===== src/rtl/wasm_prog_loader.sv =====
// Streams a program image into instruction BRAM, then releases the WASM core
// and records how its run ended (status, cycle count, program length).
`ifndef INSTR_LOG2_BRAM_DEPTH
`define INSTR_LOG2_BRAM_DEPTH 10
`endif

module wasm_prog_loader #(
  parameter int ADDR_W  = `INSTR_LOG2_BRAM_DEPTH,
  parameter int TIMEOUT = 500
) (
  input  logic              i_clk,
  input  logic              i_rst_n,
  input  logic              i_start,
  input  logic              i_byte_valid,
  input  logic [7:0]        i_byte,
  input  logic              i_byte_last,
  output logic              o_byte_ready,
  output logic              o_bram_we,
  output logic [ADDR_W-1:0] o_bram_addr,
  output logic [7:0]        o_bram_wdata,
  output logic              o_cpu_rst_n,
  input  logic              i_instr_finish,
  input  logic              i_instr_error,
  input  logic              i_stack_exceed,
  input  logic              i_stack_empty_pop,
  output logic              o_done,
  output logic [2:0]        o_status,
  output logic [31:0]       o_cycle_cnt,
  output logic [ADDR_W:0]   o_prog_len
);

  typedef enum logic [2:0] {S_IDLE, S_LOAD, S_FLUSH, S_RUN, S_DONE} state_e;

  localparam logic [2:0] ST_OK        = 3'd0;
  localparam logic [2:0] ST_INSTR_ERR = 3'd1;
  localparam logic [2:0] ST_STACK_EXC = 3'd2;
  localparam logic [2:0] ST_EMPTY_POP = 3'd3;
  localparam logic [2:0] ST_TIMEOUT   = 3'd4;
  localparam logic [2:0] ST_OVERFLOW  = 3'd5;

  localparam logic [ADDR_W-1:0] LAST_ADDR    = '1;
  localparam logic [31:0]       TIMEOUT_LAST = 32'(TIMEOUT - 1);
  localparam logic [31:0]       CNT_MAX      = '1;

  state_e              state_q, state_d;
  logic                byteReady_q, byteReady_d;
  logic                bramWe_q, bramWe_d;
  logic [ADDR_W-1:0]   bramAddr_q, bramAddr_d;
  logic [7:0]          bramWdata_q, bramWdata_d;
  logic                cpuRstN_q, cpuRstN_d;
  logic                done_q, done_d;
  logic [2:0]          status_q, status_d;
  logic [31:0]         cycleCnt_q, cycleCnt_d;
  logic [ADDR_W:0]     progLen_q, progLen_d;

  logic                transfer;
  logic                runEnd;
  logic [2:0]          runCode;

  assign transfer = i_byte_valid & byteReady_q;

  // Run termination, highest priority first; timeout only when the core is silent.
  always_comb begin
    runEnd  = 1'b1;
    runCode = ST_OK;
    if (i_instr_error)                  runCode = ST_INSTR_ERR;
    else if (i_stack_exceed)            runCode = ST_STACK_EXC;
    else if (i_stack_empty_pop)         runCode = ST_EMPTY_POP;
    else if (i_instr_finish)            runCode = ST_OK;
    else if (cycleCnt_q == TIMEOUT_LAST) runCode = ST_TIMEOUT;
    else                                runEnd = 1'b0;
  end

  always_comb begin
    state_d     = state_q;
    byteReady_d = byteReady_q;
    bramWe_d    = 1'b0;
    bramAddr_d  = bramAddr_q;
    bramWdata_d = bramWdata_q;
    cpuRstN_d   = cpuRstN_q;
    done_d      = done_q;
    status_d    = status_q;
    cycleCnt_d  = cycleCnt_q;
    progLen_d   = progLen_q;
    case (state_q)
      S_IDLE, S_DONE: begin
        if (i_start) begin
          state_d     = S_LOAD;
          byteReady_d = 1'b1;
          progLen_d   = '0;
          cycleCnt_d  = '0;
          status_d    = ST_OK;
          done_d      = 1'b0;
        end
      end
      S_LOAD: begin
        if (transfer) begin
          bramWe_d    = 1'b1;
          bramAddr_d  = progLen_q[ADDR_W-1:0];
          bramWdata_d = i_byte;
          progLen_d   = progLen_q + (ADDR_W+1)'(1);
          if (i_byte_last) begin
            state_d     = S_FLUSH;
            byteReady_d = 1'b0;
          end else if (progLen_q[ADDR_W-1:0] == LAST_ADDR) begin
            // Image does not fit: keep the core in reset and report overflow.
            state_d     = S_DONE;
            byteReady_d = 1'b0;
            status_d    = ST_OVERFLOW;
            done_d      = 1'b1;
          end
        end
      end
      S_FLUSH: begin
        state_d   = S_RUN;
        cpuRstN_d = 1'b1;
      end
      S_RUN: begin
        if (runEnd) begin
          state_d   = S_DONE;
          status_d  = runCode;
          done_d    = 1'b1;
          cpuRstN_d = 1'b0;
        end else if (cycleCnt_q != CNT_MAX) begin
          cycleCnt_d = cycleCnt_q + 32'd1;
        end
      end
      default: state_d = S_IDLE;
    endcase
  end

  always_ff @(posedge i_clk or negedge i_rst_n) begin
    if (!i_rst_n) begin
      state_q     <= S_IDLE;
      byteReady_q <= 1'b0;
      bramWe_q    <= 1'b0;
      bramAddr_q  <= '0;
      bramWdata_q <= '0;
      cpuRstN_q   <= 1'b0;
      done_q      <= 1'b0;
      status_q    <= ST_OK;
      cycleCnt_q  <= '0;
      progLen_q   <= '0;
    end else begin
      state_q     <= state_d;
      byteReady_q <= byteReady_d;
      bramWe_q    <= bramWe_d;
      bramAddr_q  <= bramAddr_d;
      bramWdata_q <= bramWdata_d;
      cpuRstN_q   <= cpuRstN_d;
      done_q      <= done_d;
      status_q    <= status_d;
      cycleCnt_q  <= cycleCnt_d;
      progLen_q   <= progLen_d;
    end
  end

  assign o_byte_ready = byteReady_q;
  assign o_bram_we    = bramWe_q;
  assign o_bram_addr  = bramAddr_q;
  assign o_bram_wdata = bramWdata_q;
  assign o_cpu_rst_n  = cpuRstN_q;
  assign o_done       = done_q;
  assign o_status     = status_q;
  assign o_cycle_cnt  = cycleCnt_q;
  assign o_prog_len   = progLen_q;

endmodule


===== config.mk =====
export PLATFORM = sky130hd
export DESIGN_NAME = wasm_prog_loader
export DESIGN_NICKNAME = d
export VERILOG_FILES = /design/src/rtl/wasm_prog_loader.sv
export SDC_FILE = /design/constraint.sdc
export NUM_CORES = 1
export LEC_CHECK = 0
export ABC_AREA = 0
export ABC_CLOCK_PERIOD_IN_PS = 5400
export CAP_MARGIN = 20
export CORE_MARGIN = 4
export CORE_UTILIZATION = 40
export DETAILED_ROUTE_END_ITERATION = 8
export GPL_ROUTABILITY_DRIVEN = 0
export PLACE_DENSITY = 0.72
export SETUP_SLACK_MARGIN = 0.4
export SLEW_MARGIN = 5
export SYNTH_ARGS = -nofsm -noshare
export SYNTH_HDL_FRONTEND = slang
export SYNTH_SLANG_ARGS = --single-unit

===== constraint.sdc =====
create_clock -name i_clk -period 5.4 [get_ports i_clk]
set_input_delay 1.08 -clock i_clk [delete_from_list [all_inputs] [get_ports i_clk]]
set_output_delay 1.08 -clock i_clk [all_outputs]
set_load 0.01 [all_outputs]

==> impl_results.md <==
* Status: finished clean
* PD cells at 328 nW/um^2
* Synth warn at 0
* Initial antenna violation count at 0
* Post-detailed-placement half-perimeter wirelength at 7.06 mm
* Compound-gate portion of the synthesized area at 14.7%
* Simple-Gate Fraction of Synth Area at 27.7%
* Post-CTS sizing at 0
* DRC errors left at 0
* Total CTS buffers at 9
* Die X at 103 um
* Register area share after synthesis at 49.6%
* Max Cap Viol at 0
* I/O pin total at 85
* Largest net degree at the start of global routing at 39
* Multiplexer share of the synthesized area at 1.22%
* Multi-input logic area at 1690 um^2
* Avg Vias per Cell at 5.67
* Crit path arrival time at 3580 ps
* Most frequent cells in the layout: clkdlybuf4s50_1 (83), nand2_1 (77), dfrtp_1 (71), o21ai_0 (40), nor2_1 (29)
* Cell Area, Synth at 3580 um^2
* Initial DRC count at 240
* R2R Setup Slk at 2680 ps
* Final worst path period share at 61.4%
* Synthesized net count at 423
* Total track usage at 18.9%
* Vias in the first global route at 3143
* CP Max Fanout at 24
* Synth top area share at 49.6%
* ANT nets after route at 0
* Maximum vdd drop at 196 uV
* Adder-cell share of the synthesized area at 0.698%
* Post-Synth XOR/XNOR Area at 2.69%
* CTS tree: yes
* Worst Setup SP: i_stack_empty_pop
* Initial Util at 41.1%
* Largest family of logic cells by synthesized area: simple AND/OR/NAND/NOR gates
* Area leader, netlist: dfrtp_1
* R2r startpoint: o_cycle_cnt[0]
* Clock tree buffer depth at 2
* Clock Pin Slew Worst Setup and Hold Paths at 80 ps
* Fmax at 0.301 GHz
* Layout area overhead at 30.5%
* Syn Inst Count at 404
* FF-to-FF End: o_cycle_cnt[14]
* Total setup buffers inserted after CTS at 0
* Nets at 504
* Pins Over Slew Limit at 0
* RSZ-0062 raised after global routing: no
* Min-delay worst type: flip-flop to flip-flop
* Core Area at 8720 um^2
* CP required at 5660 ps
* Critical path endpoint: o_cycle_cnt[14]
* Slew Limit Headroom at 45.6%
* Die area at 10500 um^2
* Filler cells at 791
* Root buf cell: clkbuf_8
* Yosys cell types at 46
* Commonest non-fill, non-tap cell in the layout: clkdlybuf4s50_1
* Register area at 1780 um^2
* Vias at 3389
* H-tree depth at 3
* Share of layout cells above drive strength 1 at 6.53%
* FP Rows at 34
* Setup-failing EPs final at 0
* Final wirelength at 9.82 mm
* Lkg Pwr at 1.97 nW
* WHS at 482 ps
* Sum Neg Setup Slack at 0 ps
* Chip height at 103 um
* Worst setup path class: input pin to flip-flop
* Hold buffer count at CTS at 0
* Clk_lat worst skew at 350 ps
* Startpoint types: input pin
* Global route total overflow at 0
* Seq cells post-synth at 71
* R2r worst-path depth at 7
* Clock sinks at 71
* Avg WL per Cell at 16.4 um
* CP Capture Type: flip-flop
* DRT Pass-1 Iters at 5
* Final Hold Viols at 0
* N_diodes at 0
* Avg Inst Size Synth at 8.87 um^2
* Post-synth ARST share at 100%
* Post-synth EDFFs at 0
* First-pass GRT wire length at 15.8 mm
* Tmin final at 3320 ps
* Area contributors post-synth: dfrtp_1 (50%), nand2_1 (8.1%), o21ai_0 (5.6%)
* PortBufs at 84
* Worst slew pin tran at 816 ps
* Clock skew at 9.96 ps
* Top FF cell, synth: dfrtp_1
==> layout make-up <==
class,count,area share [%]
Inverter,13,1.04
Clock inverter,7,1.04
Clock buffer,9,2.65
Sequential cell,71,38.0
Tap cell,108,2.89
Timing Repair Buffer,87,18.4
Multi-Input combinational cell,303,36.0
==> stage by stage <==
| stage | worst slack, ps | power (mW) | util (%) | cell area, um^2 | instances |
|---|---|---|---|---|---|
| 3_3_place_gp | 1810 | 1.15 | 51.6 | 4500 | 582 |
| 3_5_place_dp | 1740 | 1.16 | 51.6 | 4500 | 582 |
| 5_1_grt | 1880 | 1.63 | 53.6 | 4680 | 598 |
| 4_1_cts | 2090 | 1.55 | 53.6 | 4680 | 598 |
| 2_1_floorplan | 2830 | 0.943 | - | 3580 | 404 |
| 6_report | 2080 | 1.53 | 53.6 | 4680 | 598 |
==> cell usage after synthesis (6+ instances only) <==
cell type / number
a21oi_1: 25
buf_2: 7
clkbuf_1: 8
dfrtp_1: 71
inv_1: 13
nand2_1: 77
nand3_1: 21
nand4_1: 15
nor2_1: 29
nor3_1: 7
nor4_1: 6
o21ai_0: 40
or3_1: 12
xor2_1: 6
==> worst max-delay path, cell delays in order <==
cell and delay, ps:
clkdlybuf4s50_1 440, nor4_1 460, nand2_1 120, a21oi_2 450, o21ai_2 370, or4_1 500
a21oi_1 160
==> kinds of logic after synthesis <==
kind of cell,after synthesis
DFF,71
buffers and inverters,30
xor gates and xnor gates,11
muxes,4
adders and majority gates,2
AOI/OAI and AO/OA,91
and+or+nand+nor,195
==> state kept, by name (all words and copies together) (netlist names), 3 cells and up <==
| name | flops |
|---|---|
| o_bram_addr | 10 |
| o_cycle_cnt | 32 |
| o_bram_wdata | 8 |
| o_status | 3 |
| o_prog_len | 11 |
| state_q | 3 |
==> how the worst min path moves through the flow <==
stage	start	depth (start not counted)	end	slack, ps
after global routing	o_bram_addr[0]	2	o_bram_addr[0]	510
final	o_bram_wdata[1]	2	o_bram_wdata[1]	480
after floorplan	state_q[2]	1	state_q[1]	490
after detailed placement	o_bram_addr[4]	2	o_bram_addr[4]	460
after global placement	o_bram_wdata[3]	2	o_bram_wdata[3]	460
after CTS	o_bram_wdata[1]	2	o_bram_wdata[1]	480
==> power breakdown <==
part / internal [mW] / switching, mW
registers: 0.607 / 0.0680
logic: 0.208 / 0.272
clock network: 0.166 / 0.213
==> routing by layer <==
layer,wire [um],global-route usage (%)
met1,4310,26.7
met2,4760,29.1
met3,532,2.91
met4,218,7.97
met5,0,0
Power figures use the tool's default switching activity.
